==> src/rtl/ctrl_seg_pkg.sv <==
// ctrl_seg_pkg
// Shared definitions for the EX->MEM->WB control segment chain: field
// widths and bit offsets of the packed control bundle, the default reset
// value and write-enable mask, and pack/unpack helpers.
package ctrl_seg_pkg;

    localparam int WB_SEL_W    = 2;
    localparam int LOAD_TYPE_W = 3;
    localparam int CACHE_WEN_W = 4;
    localparam int CTRL_W      = WB_SEL_W + LOAD_TYPE_W + 1 + CACHE_WEN_W;

    // Bundle layout, MSB first: {wb_select, load_type, reg_write_en, cache_write_en}
    localparam int CACHE_WEN_LSB = 0;
    localparam int REG_WEN_BIT   = CACHE_WEN_LSB + CACHE_WEN_W;
    localparam int LOAD_TYPE_LSB = REG_WEN_BIT + 1;
    localparam int WB_SEL_LSB    = LOAD_TYPE_LSB + LOAD_TYPE_W;

    localparam logic [CTRL_W-1:0] CTRL_RESET_VAL = 10'h000;
    // reg_write_en and cache_write_en
    localparam logic [CTRL_W-1:0] CTRL_WEN_MASK  = 10'h01F;

    typedef struct packed {
        logic [WB_SEL_W-1:0]    wb_select;
        logic [LOAD_TYPE_W-1:0] load_type;
        logic                   reg_write_en;
        logic [CACHE_WEN_W-1:0] cache_write_en;
    } ctrl_bundle_t;

    function automatic logic [CTRL_W-1:0] ctrl_pack(input ctrl_bundle_t b);
        return {b.wb_select, b.load_type, b.reg_write_en, b.cache_write_en};
    endfunction

    function automatic ctrl_bundle_t ctrl_unpack(input logic [CTRL_W-1:0] v);
        ctrl_bundle_t b;
        b.wb_select      = v[WB_SEL_LSB +: WB_SEL_W];
        b.load_type      = v[LOAD_TYPE_LSB +: LOAD_TYPE_W];
        b.reg_write_en   = v[REG_WEN_BIT];
        b.cache_write_en = v[CACHE_WEN_LSB +: CACHE_WEN_W];
        return b;
    endfunction

endpackage

==> src/rtl/ctrl_seg_pipe_if.sv <==
// ctrl_seg_pipe_if
// Bundle of the control-segment chain signals.
//   master: decoder/hazard side, drives in_data/in_valid/bubble/flush and
//           observes stage contents, output bundle, error and squash count.
//   slave : the segment chain itself.
interface ctrl_seg_pipe_if #(
    parameter int WIDTH = 10,
    parameter int DEPTH = 2,
    parameter int CNT_W = 16
);
    logic [WIDTH-1:0]       in_data;
    logic                   in_valid;
    logic [DEPTH-1:0]       bubble;
    logic [DEPTH-1:0]       flush;
    logic [DEPTH*WIDTH-1:0] stage_data;
    logic [DEPTH-1:0]       stage_valid;
    logic [WIDTH-1:0]       out_data;
    logic                   out_valid;
    logic                   overwrite_err;
    logic [CNT_W-1:0]       squash_cnt;

    modport master (
        output in_data, in_valid, bubble, flush,
        input  stage_data, stage_valid, out_data, out_valid, overwrite_err, squash_cnt
    );

    modport slave (
        input  in_data, in_valid, bubble, flush,
        output stage_data, stage_valid, out_data, out_valid, overwrite_err, squash_cnt
    );
endinterface

==> src/rtl/ctrl_seg_stage.sv <==
// ctrl_seg_stage
// One control segment register with its valid bit.
// Priority per edge: bubble (hold) > flush (load reset_val, invalid) > load source.
//   clk, rst           : clock, async active-high reset
//   src_data/src_valid : bundle from the previous stage (or pipe input)
//   bubble, flush      : per-stage hold / squash controls
//   q_data/q_valid     : registered stage contents
module ctrl_seg_stage
    import ctrl_seg_pkg::*;
#(
    parameter int               WIDTH     = CTRL_W,
    parameter logic [WIDTH-1:0] RESET_VAL = '0
) (
    input  logic             clk,
    input  logic             rst,
    input  logic [WIDTH-1:0] src_data,
    input  logic             src_valid,
    input  logic             bubble,
    input  logic             flush,
    output logic [WIDTH-1:0] q_data,
    output logic             q_valid
);

    always_ff @(posedge clk or posedge rst) begin
        if (rst) begin
            q_data  <= RESET_VAL;
            q_valid <= 1'b0;
        end else if (!bubble) begin
            if (flush) begin
                q_data  <= RESET_VAL;
                q_valid <= 1'b0;
            end else begin
                q_data  <= src_data;
                q_valid <= src_valid;
            end
        end
    end

endmodule

==> src/rtl/ctrl_seg_pipe.sv <==
// ctrl_seg_pipe
// Parametrised control segment chain for the EX->MEM->WB control path.
// DEPTH ctrl_seg_stage instances carry a WIDTH-bit bundle; the top level
// adds lost-bundle detection, a saturating squash counter and write-enable
// masking of the output bundle when the last stage is invalid.
//   clk, rst : pipeline clock, async active-high reset
//   bus      : slave modport of ctrl_seg_pipe_if (inputs in_data, in_valid,
//              bubble, flush; outputs stage_data, stage_valid, out_data,
//              out_valid, overwrite_err, squash_cnt)
module ctrl_seg_pipe
    import ctrl_seg_pkg::*;
#(
    parameter int               WIDTH     = CTRL_W,
    parameter int               DEPTH     = 2,
    parameter logic [WIDTH-1:0] RESET_VAL = CTRL_RESET_VAL,
    parameter logic [WIDTH-1:0] WEN_MASK  = CTRL_WEN_MASK,
    parameter int               CNT_W     = 16
) (
    input  logic          clk,
    input  logic          rst,
    ctrl_seg_pipe_if.slave bus
);

    logic [WIDTH-1:0]       sd [DEPTH];
    logic [DEPTH-1:0]       sv;
    logic [DEPTH*WIDTH-1:0] stage_flat;

    for (genvar g = 0; g < DEPTH; g++) begin : g_stage
        logic [WIDTH-1:0] src_d;
        logic             src_v;

        if (g == 0) begin : g_head
            assign src_d = bus.in_data;
            assign src_v = bus.in_valid;
        end else begin : g_body
            assign src_d = sd[g-1];
            assign src_v = sv[g-1];
        end

        ctrl_seg_stage #(
            .WIDTH     (WIDTH),
            .RESET_VAL (RESET_VAL)
        ) u_stage (
            .clk       (clk),
            .rst       (rst),
            .src_data  (src_d),
            .src_valid (src_v),
            .bubble    (bus.bubble[g]),
            .flush     (bus.flush[g]),
            .q_data    (sd[g]),
            .q_valid   (sv[g])
        );
    end

    always_comb begin
        stage_flat = '0;
        for (int unsigned i = 0; i < DEPTH; i++) begin
            stage_flat[i*WIDTH +: WIDTH] = sd[i];
        end
    end

    assign bus.stage_data  = stage_flat;
    assign bus.stage_valid = sv;
    assign bus.out_valid   = sv[DEPTH-1];
    assign bus.out_data    = sv[DEPTH-1] ? sd[DEPTH-1] : (sd[DEPTH-1] & ~WEN_MASK);

    // A valid bundle is lost when its stage advances into a holding
    // successor; a same-cycle flush of that stage turns it into a squash.
    if (DEPTH > 1) begin : g_ow
        logic ow_hit;
        logic ow_q;

        always_comb begin
            ow_hit = 1'b0;
            for (int unsigned i = 1; i < DEPTH; i++) begin
                if (!bus.bubble[i-1] && bus.bubble[i] && sv[i-1] && !bus.flush[i-1]) begin
                    ow_hit = 1'b1;
                end
            end
        end

        always_ff @(posedge clk or posedge rst) begin
            if (rst) begin
                ow_q <= 1'b0;
            end else begin
                ow_q <= ow_hit;
            end
        end

        assign bus.overwrite_err = ow_q;
    end else begin : g_no_ow
        assign bus.overwrite_err = 1'b0;
    end

    // Squash counter: sum one bit wider than the counter, then saturate.
    logic [CNT_W:0]   k;
    logic [CNT_W:0]   sum;
    logic [CNT_W-1:0] cnt_q;
    logic [CNT_W-1:0] cnt_d;

    always_comb begin
        k = '0;
        for (int unsigned i = 0; i < DEPTH; i++) begin
            if (!bus.bubble[i] && bus.flush[i] && sv[i]) begin
                k = k + (CNT_W+1)'(1);
            end
        end
        sum   = {1'b0, cnt_q} + k;
        cnt_d = sum[CNT_W] ? '1 : sum[CNT_W-1:0];
    end

    always_ff @(posedge clk or posedge rst) begin
        if (rst) begin
            cnt_q <= '0;
        end else begin
            cnt_q <= cnt_d;
        end
    end

    assign bus.squash_cnt = cnt_q;

endmodule

==> src/flat_wrapper.sv <==
// flat-port wrapper written by rule: the top's interface ports become plain ports
module ctrl_seg_pipe_flat import ctrl_seg_pkg::*;
#(
    parameter int               WIDTH     = CTRL_W,
    parameter int               DEPTH     = 2,
    parameter logic [WIDTH-1:0] RESET_VAL = CTRL_RESET_VAL,
    parameter logic [WIDTH-1:0] WEN_MASK  = CTRL_WEN_MASK,
    parameter int               CNT_W     = 16
)
  (clk, rst, bus_in_data, bus_in_valid, bus_bubble, bus_flush, bus_stage_data, bus_stage_valid, bus_out_data, bus_out_valid, bus_overwrite_err, bus_squash_cnt);
  ctrl_seg_pipe_if #(.WIDTH(WIDTH), .DEPTH(DEPTH), .CNT_W(CNT_W)) bus_i ();
  input  logic clk;
  input  logic rst;
  input wire logic [$bits(bus_i.in_data)-1:0] bus_in_data;
  input wire logic [$bits(bus_i.in_valid)-1:0] bus_in_valid;
  input wire logic [$bits(bus_i.bubble)-1:0] bus_bubble;
  input wire logic [$bits(bus_i.flush)-1:0] bus_flush;
  output wire logic [$bits(bus_i.stage_data)-1:0] bus_stage_data;
  output wire logic [$bits(bus_i.stage_valid)-1:0] bus_stage_valid;
  output wire logic [$bits(bus_i.out_data)-1:0] bus_out_data;
  output wire logic [$bits(bus_i.out_valid)-1:0] bus_out_valid;
  output wire logic [$bits(bus_i.overwrite_err)-1:0] bus_overwrite_err;
  output wire logic [$bits(bus_i.squash_cnt)-1:0] bus_squash_cnt;
  assign bus_i.in_data = bus_in_data;
  assign bus_i.in_valid = bus_in_valid;
  assign bus_i.bubble = bus_bubble;
  assign bus_i.flush = bus_flush;
  assign bus_stage_data = bus_i.stage_data;
  assign bus_stage_valid = bus_i.stage_valid;
  assign bus_out_data = bus_i.out_data;
  assign bus_out_valid = bus_i.out_valid;
  assign bus_overwrite_err = bus_i.overwrite_err;
  assign bus_squash_cnt = bus_i.squash_cnt;
  ctrl_seg_pipe #(.WIDTH(WIDTH), .DEPTH(DEPTH), .RESET_VAL(RESET_VAL), .WEN_MASK(WEN_MASK), .CNT_W(CNT_W)) u_core (.clk(clk), .rst(rst), .bus(bus_i));
endmodule
==> config.mk <==
export PLATFORM = sky130hd
export DESIGN_NAME = ctrl_seg_pipe_flat
export DESIGN_NICKNAME = d
export VERILOG_FILES = /design/src/rtl/ctrl_seg_pkg.sv /design/src/rtl/ctrl_seg_pipe_if.sv /design/src/rtl/ctrl_seg_stage.sv /design/src/rtl/ctrl_seg_pipe.sv /design/src/flat_wrapper.sv
export SDC_FILE = /design/constraint.sdc
export NUM_CORES = 1
export LEC_CHECK = 0
export CAP_MARGIN = 20
export CORE_AREA = 3 3 79 81
export CTS_CLUSTER_DIAMETER = 60
export DETAILED_ROUTE_END_ITERATION = 8
export DIE_AREA = 0 0 82 84
export PLACE_DENSITY = 0.63
export SLEW_MARGIN = 30
export SYNTH_ARGS = -nofsm -noshare
export SYNTH_HDL_FRONTEND = slang
export SYNTH_SLANG_ARGS = --single-unit
export TNS_END_PERCENT = 1
==> constraint.sdc <==
create_clock -name clk -period 3.1 [get_ports clk]
set_input_delay 0.465 -clock clk [delete_from_list [all_inputs] [get_ports clk]]
set_output_delay 0.465 -clock clk [all_outputs]
set_load 0.05 [all_outputs]
; Yosys cells after proc, flatten, opt, wreduce, memory -nomap -nowiden
; Index checks and enable logic that the tools add are counted.
[totals]
reg_bits = 39
in_bits = 17
output_inout_bits = 50
elab_cells = 27
[classes]
n_addsub = 2
mux = 9
n_reduce_logical = 10
[op_table]
columns = op, n
row1 = $mux W10, 2
row2 = $add A16 B17 Y17, 1
row3 = $add A17 B1 Y17 const B, 1
row4 = $mux W17, 1
row5 = $mux W16, 1
row6 = $logic_and A1 B1 Y1, 7
row7 = $mux W5, 1
row8 = $mux W1, 4
row9 = $logic_not A1 Y1, 3

; Longest topological paths before layout
; Gate-level depths: netlist of run 1.
[logic_depth]
word_depth = 8
ltp_mapped = 11
depth_no_buf = 9

; Modules after synthesis
; A second synthesis of run 1 with hierarchy kept.
[unflattened]
cells_unflattened = 154
area_unflattened_um2 = 1811.7
[modules_own_cells]
columns = module, instances, cells_each, area_each_um2, seq_area_each_um2
row1 = ctrl_seg_pipe, 1, 100, 1003.5, 425.4
row2 = ctrl_seg_stage, 2, 27, 404.1, 275.3

; Worst setup path after synthesis of run 1
; Ideal clock, no wire load.
[synth_timing]
kind = register -> register
start = register u_core.g_stage[1].u_stage.q_valid
end = register u_core.cnt_q[14] (netlist: u_core.bus.squash_cnt[14])
t_arrival_ps = 2689
t_required_ps = 2975
slack_ps = 286
path_stages_with_launch = 11
path_buffers = 1
cell_sequence = dfrtp_1 > and3b_1 > ha_1 > ha_1 > inv_1 > fa_1 > and4b_1 > buf_4 > nand4_4 > nor3_2 > mux2_2
[synth_between]
elab_chain_cells = 4
[synth_rtl]
columns = item, line_no
row1 = "start, declared", ctrl_seg_stage.sv:21  ; output logic q_valid
row2 = "start signal, assigned", ctrl_seg_stage.sv:34  ; q_valid <= src_valid;
row3 = $logic_and A1 B1 Y1, ctrl_seg_pipe.sv:104  ; if (!bus.bubble[i] && bus.flush[i] && sv[i]) begin
row4 = $mux W17, ctrl_seg_pipe.sv:104
row5 = $add A16 B17 Y17, ctrl_seg_pipe.sv:108  ; sum = {1'b0, cnt_q} + k;
row6 = $mux W16, ctrl_seg_pipe.sv:109  ; cnt_d = sum[CNT_W] ? '1 : sum[CNT_W-1:0];
row7 = net u_core.cnt_d[14], ctrl_seg_pipe.sv:99  ; logic [CNT_W-1:0] cnt_d;
row8 = "end signal, assigned", ctrl_seg_pipe.sv:116  ; cnt_q <= cnt_d;
row9 = "end, declared", ctrl_seg_pipe.sv:98  ; logic [CNT_W-1:0] cnt_q;
; The timed path passes the listed nets, and every way through them passes these cells.
; A chain may end at the register's enable or synchronous reset.

; Worst setup path in the final report of run 1
[layout_timing]
start = input bus_bubble[1]
end = register u_core.cnt_q[14] (netlist: u_core.bus.squash_cnt[14])
[layout_between]
elab_chain_cells = 6
[layout_rtl]
columns = item, line_no
row1 = "start, declared", flat_wrapper.sv:16  ; input wire logic [$bits(bus_i.bubble)-1:0] bus_bubble;
row2 = $logic_not A1 Y1, ctrl_seg_pipe.sv:104
row3 = $logic_and A1 B1 Y1 (2 in a row), ctrl_seg_pipe.sv:104
row4 = $mux W17, ctrl_seg_pipe.sv:104
row5 = $add A16 B17 Y17, ctrl_seg_pipe.sv:108
row6 = $mux W16, ctrl_seg_pipe.sv:109
row7 = net u_core.cnt_d[14], ctrl_seg_pipe.sv:99
; The timed path passes the listed nets, and every way through them passes these cells.

==> results of run 1 <==
[cell type report]
| class | instances | area share [%] |
|---|---|---|
| multi-input combinational | 97 | 26.3 |
| sequential | 39 | 37.5 |
| clock inverter | 2 | 0.480 |
| clock buffer | 6 | 2.79 |
| tap | 72 | 3.46 |
| timing repair buffer | 77 | 28.5 |
| inverter | 7 | 1.01 |
[where the power goes]
group / total [mW] / internal (mW) / switching (mW)
Sequential: 0.610 / 0.557 / 0.0533
Combinational: 0.423 / 0.152 / 0.271
Clock: 0.335 / 0.157 / 0.178
Total: 1.37 / 0.867 / 0.502
[sequential cells by signal, indices dropped and copies added, names as in the netlist]
name / cells
u_core.g_stage.u_stage.q_data: 20
u_core.bus.overwrite_err: 1
u_core.g_stage.u_stage.q_valid: 2
u_core.bus.squash_cnt: 16
[critical path: cells and delay by family]
| kind | cells | cell delay, ns |
|---|---|---|
| AND/OR/NAND/NOR | 4 | 0.79 |
| buffers and inverters | 2 | 0.54 |
| multiplexers | 1 | 0.35 |
| adder cells (fa/ha/maj) | 3 | 0.79 |
[logic make-up after synthesis]
kind of cell             count (synthesis)  synth area share (%)
XOR/XNOR                                 8                  3.97
AO/OA/AOI/OAI                           29                  12.4
buffers and inverters                   20                  6.02
multiplexers                             3                  1.77
adder cells (fa/ha/maj)                  4                  3.26
flip-flops                              39                  55.2
AND/OR/NAND/NOR                         53                  17.4
[final timing paths]
kind                                                     start  depth (start not counted)                                  end  slack, ns
max                                              bus_bubble[1]                         10            u_core.bus.squash_cnt[14]       0.34
min                        u_core.g_stage[1].u_stage.q_data[0]                          2  u_core.g_stage[1].u_stage.q_data[0]       0.53
max reg2reg                  u_core.g_stage[0].u_stage.q_valid                          9            u_core.bus.squash_cnt[14]       0.54
min reg2reg                u_core.g_stage[1].u_stage.q_data[0]                          2  u_core.g_stage[1].u_stage.q_data[0]       0.53
max in group asynchronous                                  rst                          3  u_core.g_stage[1].u_stage.q_data[8]       2.16
min in group asynchronous                                  rst                          3            u_core.bus.squash_cnt[15]       0.60
[metal layers]
layer	vias to the layer above	global-route usage [%]	wire (µm)
met5	-	0	0
met4	0	5.89	76
met2	34	19.5	2030
met3	5	2.27	172
met1	668	19.2	1950
li1	682	-	-
[cell usage in the layout, fill, tap and decap left out, types with 3 or more instances in the layout]
master | netlist | routed
clkdlybuf4s50_1 | 0 | 66
dfrtp_1 | 39 | 39
a22o_1 | 18 | 18
nand2_1 | 18 | 18
buf_4 | 8 | 11
nor2_1 | 7 | 7
inv_1 | 7 | 7
nand2b_1 | 5 | 5
o21ai_0 | 5 | 5
a31oi_1 | 5 | 5
and2_1 | 5 | 5
clkbuf_8 | 0 | 5
xnor2_1 | 4 | 4
xor2_1 | 4 | 4
and3_1 | 3 | 3
nand3_1 | 3 | 3
nand4_1 | 3 | 3
ha_1 | 3 | 3
[stage by stage]
stage | cells | setup WS, ns | hold WS [ns] | power, mW
final | 300 | 0.340 | 0.525 | 1.37
after global routing | 300 | 0.165 | 0.551 | 1.44
after CTS | 300 | 0.320 | 0.522 | 1.39
after detailed placement | 292 | 0.0194 | 0.503 | 1.05
after global placement | 292 | 0.0671 | 0.496 | 1.05
after floorplan | 156 | 0.286 | 0.527 | 0.886
==> metrics.md, run 1 <==
| Metric | Value |
|---|---|
| Clock skew | 0.00454 ns |
| Worst-margin pin slew | 0.754 ns |
| Async S/R FF share, synth | 100% |
| Worst path max stage delay | 0.49 ns |
| Worst-skew pair later-pin latency | 0.29 ns |
| Unrepaired setup endpoints after global routing | false |
| Status | completed |
| Total congestion overflow | 0 |
| Tcrit/Tclk final | 89.0% |
| Post-synth top flop | dfrtp_1 |
| I/O Pins | 67 |
| Number of enable flip-flop cells after synthesis | 0 |
| Crit Path Max Fanout | 3 |
| Avg Cell Area, Syn | 11.3 µm² |
| Drc violations | 0 |
| GRT Total Usage | 13.4% |
| Largest net degree at the start of global routing | 40 |
| Rel. slew slack | 49.6% |
| Min Tclk post-route | 2.76 ns |
| Syn nets | 177 |
| Via count | 1389 |
| Register bit count reported by yosys | 39 |
| Nets | 248 |
| Worst IR Drop VDD | 305 µV |
| Post-synth top area cell | dfrtp_1 |
| Rows | 27 |
| FILL cells | 553 |
| PostCTS Resize Cnt | 0 |
| Routed length per instance | 14.1 µm |
| Hold-fix buffers at CTS | 0 |
| Postcts setup bufs | 0 |
| Power density cells | 525 nW/µm² |
| Vias per cell | 4.63 |
| Area contributors post-synth | dfrtp_1 (55%), a22o_1 (8.9%), nand2_1 (3.8%) |
| Vias in the first global route | 1354 |
| Crit path kind | input port to register |
| DP HPWL | 3210 µm |
| CTS tree | yes |
| Setup_tns | 0 ns |
| Fin. Hold Viols | 0 |
| Worst Path Required | 3.28 ns |
| Post-layout instance area | 2610 µm² |
| Multi-input logic area | 684 µm² |
| Clock transition at path regs | 0.08 ns |
| Netlist Area Pre-Place | 1770 µm² |
| IO Port Bufs | 66 |
| Drt first pass iters | 4 |
| H-tree lvl count | 2 |
| Cells after Synth | 156 |
| Crit path top cell by count | ha_1 |
| CTS Sinks | 39 |
| Yosys top cell area share | 55.2% |
| Initial core utilization | 31.9% |
| Initial antenna violation count | 0 |
| Synth unique cells | 29 |
| Final Max Slew Viols | 0 |
| Final setup viols | 0 |
| DP Area | 2520 µm² |
| Tightest Hold Check Type | register to register |
| Area growth, synth to finish | 47.5% |
| Seq/Total Area, Yosys | 55.2% |
| Startpoint Class | input port |
| Worst-case clock buffer depth | 2 |
| Routed WL | 4220 µm |
| Die width | 82 µm |
| CTS buffer count | 5 |
| Gpl congestion | 0.751 |
| Fmax | 362 MHz |
| Die height | 84 µm |
| Crit path DAT | 2.94 ns |
| Layout cell share with drive strength beyond 1 | 10.1% |
| Clk root buf | clkbuf_8 |
| Antenna Nets Post-Route | 0 |
| DIE AREA | 6890 µm² |
| Lkg Pwr | 1.19 nW |
| Final core utilization | 47.0% |
| CP Cell Sequence | clkdlybuf4s50_1, and3b_1, ha_1, ha_1, inv_1, fa_1, and4b_1, nand4_4, nor3_2, mux2_2 |
| Max-cap violation count | 0 |
| FF/Latch Area | 976 µm² |
| Worst setup EP type | register |
| Yosys warns | 0 |
| Synth top cells by count | dfrtp_1 (39), a22o_1 (18), nand2_1 (18) |
| # diodes | 0 |
| Slowest library cell on the worst path | clkdlybuf4s50_1 |
| Iter 0 DRT Violations | 65 |
| Most common cell in the netlist | dfrtp_1 |
| Core ar. | 5540 µm² |
| First-pass GRT wire length | 7120 µm |
No activity file was read; power rests on OpenSTA's default activity.
==> run 2: changes to the inputs <==
Settings changed: HOLD_SLACK_MARGIN set to 0.1.
==> results of run 2 <==
Same layout as run 1: the final DEF is identical, and so are final timing and power.
